## config.mk

```make
export PLATFORM = sky130hd
export DESIGN_NAME = mfp_serial_spi
export DESIGN_NICKNAME = d
export VERILOG_FILES = /design/src/rtl/mfp_serial_spi.sv
export SDC_FILE = /design/constraint.sdc
export NUM_CORES = 1
export LEC_CHECK = 0
export BUFFER_PORTS_ARGS = -buffer_cell sky130_fd_sc_hd__buf_2
export CAP_MARGIN = 20
export CORE_ASPECT_RATIO = 1.5
export CORE_UTILIZATION = 30
export CTS_CLUSTER_SIZE = 30
export DETAILED_ROUTE_END_ITERATION = 6
export GPL_ROUTABILITY_DRIVEN = 0
export PLACE_DENSITY_LB_ADDON = 0.25
export SYNTH_ARGS = -nofsm -noshare
export SYNTH_HDL_FRONTEND = slang
export SYNTH_SLANG_ARGS = --single-unit
```

## constraint.sdc

```tcl
create_clock -name clk -period 2.14 [get_ports clk]
set_input_delay 0.214 -clock clk [delete_from_list [all_inputs] [get_ports clk]]
set_output_delay 0.214 -clock clk [all_outputs]
set_load 0.03 [all_outputs]
```

## src/rtl/mfp_serial_spi.sv

```systemverilog
// mfp_serial_spi: mode-0 SPI slave for the io-controller end of the MFP serial link.
// Pops the MFP UART output FIFO, pushes the MFP UART input FIFO and returns the
// 64-bit serial status word. SCK/SS/MOSI are oversampled in the clk domain.
// Optional build macro MFP_SPI_STATUS_LATCH_EN: snapshot the status word when a
// status command is decoded so all 8 status bytes come from one coherent sample.
module mfp_serial_spi #(
    parameter int unsigned SYNC_STAGES = 2,
    parameter logic [7:0]  CMD_STATUS  = 8'h10,
    parameter logic [7:0]  CMD_READ    = 8'h11,
    parameter logic [7:0]  CMD_WRITE   = 8'h12
) (
    input  logic        clk,
    input  logic        reset,
    input  logic        spi_sck,
    input  logic        spi_ss_n,
    input  logic        spi_mosi,
    output logic        spi_miso,
    input  logic        serial_data_out_available,
    input  logic [7:0]  serial_data_out,
    output logic        serial_strobe_out,
    input  logic [63:0] serial_status_out,
    output logic [7:0]  serial_data_in,
    output logic        serial_strobe_in,
    input  logic        serial_data_in_full
);

    typedef enum logic [2:0] {
        StIdle,
        StCmd,
        StStatus,
        StRead,
        StWrite,
        StIgnore
    } state_e;

    state_e state_q, state_d;

    logic [SYNC_STAGES-1:0] sck_sync_q, ss_sync_q, mosi_sync_q;
    logic                   sck_prev_q;
    logic                   sck_s, ss_n_s, mosi_s;
    logic                   sck_rise, sck_fall;

    logic       armed_q;
    logic [2:0] bit_cnt_q;
    logic [3:0] byte_idx_q;
    logic [6:0] rx_q;
    logic [7:0] rx_byte;
    logic       byte_done;
    logic [7:0] tx_q;
    logic       valid_q;
    logic       ld1_q, ld2_q;
    logic       strobe_out_q, strobe_in_q;
    logic [7:0] data_in_q;

    logic [63:0] status_src;
    logic [7:0]  status_byte;

    assign sck_s  = sck_sync_q[SYNC_STAGES-1];
    assign ss_n_s = ss_sync_q[SYNC_STAGES-1];
    assign mosi_s = mosi_sync_q[SYNC_STAGES-1];

    assign sck_rise  = sck_s & ~sck_prev_q;
    assign sck_fall  = ~sck_s & sck_prev_q;
    assign byte_done = sck_rise && (bit_cnt_q == 3'd7);
    assign rx_byte   = {rx_q, mosi_s};

    // Input synchronisers and SCK edge history. The SS chain resets low so a
    // transfer already in flight at reset is not mistaken for a fresh deselect.
    always_ff @(posedge clk) begin
        if (reset) begin
            sck_sync_q  <= '0;
            ss_sync_q   <= '0;
            mosi_sync_q <= '0;
            sck_prev_q  <= 1'b0;
        end else begin
            sck_sync_q  <= {sck_sync_q[SYNC_STAGES-2:0], spi_sck};
            ss_sync_q   <= {ss_sync_q[SYNC_STAGES-2:0], spi_ss_n};
            mosi_sync_q <= {mosi_sync_q[SYNC_STAGES-2:0], spi_mosi};
            sck_prev_q  <= sck_s;
        end
    end

    // Arm once SS has been seen high, so a transaction cut by reset is ignored.
    always_ff @(posedge clk) begin
        if (reset) begin
            armed_q <= 1'b0;
        end else if (ss_n_s) begin
            armed_q <= 1'b1;
        end
    end

    // State register.
    always_ff @(posedge clk) begin
        if (reset) begin
            state_q <= StIdle;
        end else begin
            state_q <= state_d;
        end
    end

    // Next state: command decode on the first byte, deselect always wins.
    always_comb begin
        state_d = state_q;
        unique case (state_q)
            StIdle: begin
                if (armed_q && !ss_n_s) begin
                    state_d = StCmd;
                end
            end
            StCmd: begin
                if (byte_done) begin
                    if (rx_byte == CMD_STATUS) begin
                        state_d = StStatus;
                    end else if (rx_byte == CMD_READ) begin
                        state_d = StRead;
                    end else if (rx_byte == CMD_WRITE) begin
                        state_d = StWrite;
                    end else begin
                        state_d = StIgnore;
                    end
                end
            end
            StStatus, StRead, StWrite, StIgnore: ;
            default: state_d = StIdle;
        endcase
        if (ss_n_s) begin
            state_d = StIdle;
        end
    end

`ifdef MFP_SPI_STATUS_LATCH_EN
    logic [63:0] status_snap_q;

    // Capture the whole status word as the status command is accepted.
    always_ff @(posedge clk) begin
        if (reset) begin
            status_snap_q <= '0;
        end else if (state_q == StCmd && state_d == StStatus) begin
            status_snap_q <= serial_status_out;
        end
    end

    assign status_src = status_snap_q;
`else
    assign status_src = serial_status_out;
`endif

    // Select status byte k (MSB first); index 8 means past the end and reads zero.
    always_comb begin
        status_byte = 8'h00;
        for (int k = 0; k < 8; k++) begin
            if (byte_idx_q == 4'(k)) begin
                status_byte = status_src[63 - 8*k -: 8];
            end
        end
    end

    // Datapath: bit/byte counters, shift registers, load pipeline and strobes.
    // READ loads one clk later than STATUS so the FIFO pop issued on the same
    // byte boundary has already advanced the head byte.
    always_ff @(posedge clk) begin
        if (reset) begin
            bit_cnt_q    <= 3'd0;
            byte_idx_q   <= 4'd0;
            rx_q         <= 7'd0;
            tx_q         <= 8'h00;
            valid_q      <= 1'b0;
            ld1_q        <= 1'b0;
            ld2_q        <= 1'b0;
            strobe_out_q <= 1'b0;
            strobe_in_q  <= 1'b0;
            data_in_q    <= 8'h00;
        end else begin
            strobe_out_q <= 1'b0;
            strobe_in_q  <= 1'b0;
            ld1_q        <= 1'b0;
            ld2_q        <= ld1_q;
            if (state_q == StIdle) begin
                bit_cnt_q  <= 3'd0;
                byte_idx_q <= 4'd0;
                tx_q       <= 8'h00;
                valid_q    <= 1'b0;
            end else begin
                if (sck_rise) begin
                    bit_cnt_q <= bit_cnt_q + 3'd1;
                    rx_q      <= rx_byte[6:0];
                end
                // No shift on the fall that follows a byte boundary: the MSB of
                // the freshly loaded byte must survive until the next rise.
                if (sck_fall && bit_cnt_q != 3'd0) begin
                    tx_q <= {tx_q[6:0], 1'b0};
                end
                if (byte_done && !ss_n_s) begin
                    if (state_q == StRead && valid_q) begin
                        strobe_out_q <= 1'b1;
                    end
                    if (state_q == StWrite && !serial_data_in_full) begin
                        data_in_q   <= rx_byte;
                        strobe_in_q <= 1'b1;
                    end
                    if (state_d == StStatus || state_d == StRead) begin
                        ld1_q <= 1'b1;
                    end
                end
                if (ld1_q && state_q == StStatus) begin
                    tx_q <= status_byte;
                    if (byte_idx_q != 4'd8) begin
                        byte_idx_q <= byte_idx_q + 4'd1;
                    end
                end
                if (ld2_q && state_q == StRead) begin
                    valid_q <= serial_data_out_available;
                    tx_q    <= serial_data_out_available ? serial_data_out : 8'h00;
                end
            end
        end
    end

    assign spi_miso          = (state_q == StStatus || state_q == StRead) ? tx_q[7] : 1'b0;
    assign serial_strobe_out = strobe_out_q;
    assign serial_strobe_in  = strobe_in_q;
    assign serial_data_in    = data_in_q;

endmodule

```

==> flow_summary.yaml, run 1 <==
finish:
  final_cell_mix: "buf_2, dfxtp_1, nor2_1"
  fin_nets: 490
  finalNonFillerCells: 509
  multi_input_area_um2: 1530
  nFillCells: 890
  seq_area_um2: 921
  diodes: 0
  drive_gt1_frac: 0.284
  areaGrowthSynthToFinish_pct: 29.2
  mostFrequentLayoutCell: "buf_2"
placed_design:
  numPortBuffers: 89
  hpwlAfterDp_um: 5510
  dpl.cell_count: 501
critical_path:
  cp_max_fo: 20
  cp-start-kind: "register"
  crit_type: "reg -> reg"
  cpPeakStageDelay_ps: 580
  arrival_ps: 2120
  worstPathCellList: "inv_1 > ha_1 > a21oi_1 > a221oi_1 > o22ai_1 > a221oi_1"
  end_kind: "register"
  path_buf_inv: 1
  crit_family: "compound AO/OA/AOI/OAI gates"
  slowest_stage: "ha_1"
  crit_top_cell: "a221oi_1"
  cp_data_required_time_ps: 2330
global_route:
  grt_pass1_vias: 2532
  track_usage: 0.163
  grt-ovfl-total: 0
  grt_max_degree: 21
  grt_pass1_wl_um: 11600
  grt_antenna_before_repair: 0
flow_run:
  drv_cap: 0
synth:
  synth-seq-cells: 46
  synth-edff-count: 0
  syn_area_um2: 2590
  synthDistinctLibCells: 46
  ys_seq_area_frac: 0.356
  avgSynthCellArea_um2: 8.33
  synth_nets: 400
  synth_flop_cell: "dfxtp_1"
  ys.warnings.count: 0
  ys_async_sr_fraction: 0
  netlist_instances: 311
cts:
  path_clk_slew_ps: 60
  cts_root_buf: "clkbuf_16"
  cts_made_buffers: 5
  htreeDepth: 2
  ctsHoldBuffers: 0
  clockBufferDepth: 2
  post_cts_buffers: 0
  clock-sinks: 46
  clk_latency_ps: 290
  cts_resized: 0
  cts_tree: "yes"
timing:
  slew_headroom: 0.576
  holdWs_ps: 140
  fin_crit_ps: 1920
  rsz0062_at_grt: "false"
  fin_crit_sh: 0.898
  fmax_mhz: 520
  slew_violations: 0
  finClkSkew_ps: 7.99
  worstMarginPinSlew_ps: 636
  hold_viol_final: 0
  timing.setup.tns_ps: 0
  setup_violations: 0
floorplan:
  ios: 90
  die_height_um: 116
  die-area_um2: 9020
  initial_core_util: 0.308
  die_x_um: 77.9
  core_area_um2: 8410
  std_cell_rows: 41
detailed_routing:
  ant_nets: 0
  m1WireLength_um: 3050
  drc_errors: 0
  drtIter0Drc: 65
  totalWireLength_um: 7030
  wire_per_inst_um: 13.8
  dr_total_vias: 2549
  wl_met2_um: 3460
  top_layer_used: "met4"
  wl_met3_um: 360
  via_per_inst: 5.01
  first_pass_iters: 4
run_status:
  status: "complete, no violations"
pwr:
  power.total_uw: 1900
  ir_worst_vdd_uv: 389
  p_per_area_nw_per_um2: 569
  leakage_uw: 0.00140
min_path:
  hold_path_class: "in -> reg"
-- report_power, final --
| part | switching (uW) | internal (uW) | total [uW] | leakage [uW] |
|---|---|---|---|---|
| logic | 68.6 | 84.7 | 153 | 0.000950 |
| registers | 8.81 | 866 | 874 | 0.000372 |
| clock network | 325 | 551 | 876 | 0.0000771 |
| total | 402 | 1500 | 1900 | 0.00140 |
-- worst register-to-register path: stages, from the launching register on --
cell,delay [ps]
dfxtp_1,340
inv_1,110
ha_1,580
a21oi_1,80
a221oi_1,330
o22ai_1,130
a221oi_1,270
-- final cells by class --
class,instances,area share
tap,107,0.0400
sequential,46,0.275
clock buffer,6,0.0385
timing repair buffer,100,0.158
multi-input combinational,231,0.458
inverter,17,0.0191
clock inverter,2,0.0112
-- state kept, by name, summed over array words and instances, names as in the netlist, 2 cells and up --
| register | flops |
|---|---|
| serial_data_in | 8 |
| tx_q | 8 |
| rx_q | 7 |
| byte_idx_q | 4 |
| bit_cnt_q | 3 |
| state_q | 3 |
| mosi_sync_q | 2 |
| sck_sync_q | 2 |
| ss_sync_q | 2 |
-- cell families (layout without fill, tap and decap cells) --
kind of cell / count (synthesis) / count (layout) / share of synthesized area
AO/OA/AOI/OAI: 93 / 93 / 0.229
XOR/XNOR: 4 / 4 / 0.0135
adder cells (fa/ha/maj): 10 / 10 / 0.0483
buffers and inverters: 34 / 125 / 0.0527
flip-flops: 46 / 46 / 0.356
multiplexers: 12 / 12 / 0.0464
AND/OR/NAND/NOR: 112 / 112 / 0.254
-- per-layer routing --
metal	vias up	global-route usage
met2	75	0.296
li1	1318	-
met3	11	0.0315
met5	-	0
met1	1145	0.186
met4	0	0.0704
-- stage by stage --
step / worst slack (ps) / instance area (um2) / util
3_5_place_dp: 214 / 3180 / 0.378
2_1_floorplan: 386 / 2590 / -
3_3_place_gp: 219 / 3180 / 0.378
5_1_grt: 61.3 / 3350 / 0.398
6_report: 217 / 3350 / 0.398
4_1_cts: 204 / 3350 / 0.398
-- Yosys cell counts, types with 2 or more instances --
cell      instances  area share
xnor2_1           2      0.0068
a22oi_1           7       0.020
clkbuf_1         14       0.020
or3_1            10       0.024
a221oi_1          9       0.030
a311o_1           7       0.027
inv_1            17       0.025
and2_1            8       0.019
a31oi_1           7       0.017
nor4_1            3      0.0072
nand2_1          18       0.026
dfxtp_1          46        0.36
mux2i_1          12       0.046
ha_1             10       0.048
o21ai_1           4      0.0077
nor2_1           25       0.036
xor2_1            2      0.0068
o21ai_0          20       0.039
or4_1             3      0.0087
nand2b_1          6       0.014
nor2b_1          10       0.024
nand3b_1         17       0.049
a21oi_1          23       0.044
o22ai_1           9       0.022
-- path summary, 6_finish.rpt --
check | startpoint | depth (start not counted) | slack, ps | endpoint
worst max-delay path | byte_idx_q[0] | 6 | 220 | tx_q[0]
worst max register to register | byte_idx_q[0] | 6 | 220 | tx_q[0]
worst min-delay path | spi_sck | 2 | 140 | sck_sync_q[0]
worst min register to register | sck_sync_q[0] | 1 | 440 | sck_sync_q[1]
No activity file was read; power rests on OpenSTA's default activity.
==> inputs of run 2 (changes only) <==
- CELL_PAD_IN_SITES_DETAIL_PLACEMENT: not set -> 1
- CELL_PAD_IN_SITES_GLOBAL_PLACEMENT: not set -> 1
- HOLD_SLACK_MARGIN: not set -> 0.12
==> flow_summary.yaml, run 2 (synthesized netlist as in run 1, its figures left out) <==
floorplan:
  die_height_um: 116
  std_cell_rows: 41
  die-area_um2: 9020
  ios: 90
  core_area_um2: 8410
  initial_core_util: 0.308
  die_x_um: 77.9
detailed_routing:
  ant_nets: 0
  totalWireLength_um: 8240
  drtIter0Drc: 74
  via_per_inst: 5.18
  first_pass_iters: 4
  wire_per_inst_um: 16.2
  drc_errors: 0
  dr_total_vias: 2637
cts:
  cts_resized: 0
  clock-sinks: 46
  cts_made_buffers: 5
  cts_root_buf: "clkbuf_16"
  cts_tree: "yes"
  path_clk_slew_ps: 70
  clk_latency_ps: 290
  clockBufferDepth: 2
  htreeDepth: 2
  ctsHoldBuffers: 0
  post_cts_buffers: 0
critical_path:
  arrival_ps: 2170
  critPathLaunch: "byte_idx_q[1]"
  crit_family: "compound AO/OA/AOI/OAI gates"
  slowest_stage: "ha_1"
  crit_type: "reg -> reg"
  cpPeakStageDelay_ps: 490
  cp_data_required_time_ps: 2360
  end_kind: "register"
  cp-start-kind: "register"
  rr_startpoint: "byte_idx_q[1]"
  path_buf_inv: 2
  cp_max_fo: 19
  worstPathCellList: "inv_1 > ha_1 > buf_4 > a21oi_1 > a221oi_1 > o21ai_1 > a31oi_1"
timing:
  fmax_mhz: 513
  timing.setup.tns_ps: 0
  fin_crit_sh: 0.911
  rsz0062_at_grt: "false"
  fin_crit_ps: 1950
  setup_violations: 0
  worstMarginPinSlew_ps: 624
  slew_violations: 0
  hold_viol_final: 0
  finClkSkew_ps: 5.21
  slew_headroom: 0.581
placed_design:
  hpwlAfterDp_um: 6510
  dpl.cell_count: 501
  numPortBuffers: 89
flow_run:
  drv_cap: 0
finish:
  mostFrequentLayoutCell: "buf_2"
  seq_area_um2: 921
  finalNonFillerCells: 509
  nFillCells: 1077
  areaGrowthSynthToFinish_pct: 28.6
  diodes: 0
  multi_input_area_um2: 1530
  fin_nets: 490
  drive_gt1_frac: 0.286
  final_cell_mix: "buf_2, dfxtp_1, nor2_1"
global_route:
  grt_pass1_vias: 2830
  track_usage: 0.190
  grt_antenna_before_repair: 0
  grt_pass1_wl_um: 13300
  grt_max_degree: 26
  grt-ovfl-total: 0
pwr:
  p_per_area_nw_per_um2: 546
  ir_worst_vdd_uv: 433
  leakage_uw: 0.00139
min_path:
  hold_path_startpoint: "spi_sck"
  hold_path_class: "in -> reg"
run_status:
  status: "complete, no violations"
[run 2: changes by cell type in the layout (fill, tap and decap cells not counted)]
cell       change
clkbuf_1       -1
bufinv_16      -1
clkbuf_8       +1
clkinv_2       +1
[run 2: report_power, final]
group          leakage, uW  switching (uW)  internal [uW]  total, uW
Sequential        0.000372            11.2            865        877
Clock            0.0000729             331            463        794
Combinational     0.000950            67.6           81.1        149
Total              0.00139             410           1410       1820
[run 2: area by class of cell]
class / instances / area share
Multi-Input combinational cell: 231 / 0.460
Sequential cell: 46 / 0.276
Timing Repair Buffer: 100 / 0.159
Clock buffer: 6 / 0.0417
Tap cell: 107 / 0.0402
Inverter: 17 / 0.0192
Clock inverter: 2 / 0.00376
[run 2: worst paths after layout]
check,cells after the start,to,slack (ps)
min reg2reg,1,sck_sync_q[1],440
max reg2reg,7,tx_q[5],190
max,7,tx_q[5],190
min,2,sck_sync_q[0],130
[run 2: worst register-to-register path, stage by stage, from the launching register on]
cell      delay (ps)
dfxtp_1          350
inv_1             90
ha_1             490
buf_4            280
a21oi_1           80
a221oi_1         290
o21ai_1          130
a31oi_1          170
[run 2: stage by stage]
step / cell area (um2) / util / setup slack, ps / hold slack [ps] / total power [uW]
floorplan: 2590 / - / 386 / 342 / 954
global placement: 3180 / 0.378 / 264 / 419 / 1040
detailed placement: 3180 / 0.378 / 192 / 426 / 1050
CTS: 3330 / 0.396 / 180 / 128 / 1850
global route: 3330 / 0.396 / 37.0 / 156 / 1880
finish: 3330 / 0.396 / 191 / 135 / 1820
[run 2: layer usage]
| layer | vias up | wire length [um] | global-route usage |
|---|---|---|---|
| met5 | - | 0 | 0 |
| met4 | 0 | 187 | 0.0730 |
| met3 | 14 | 322 | 0.0276 |
| met2 | 74 | 4370 | 0.378 |
| met1 | 1238 | 3360 | 0.198 |
| li1 | 1311 | - | - |
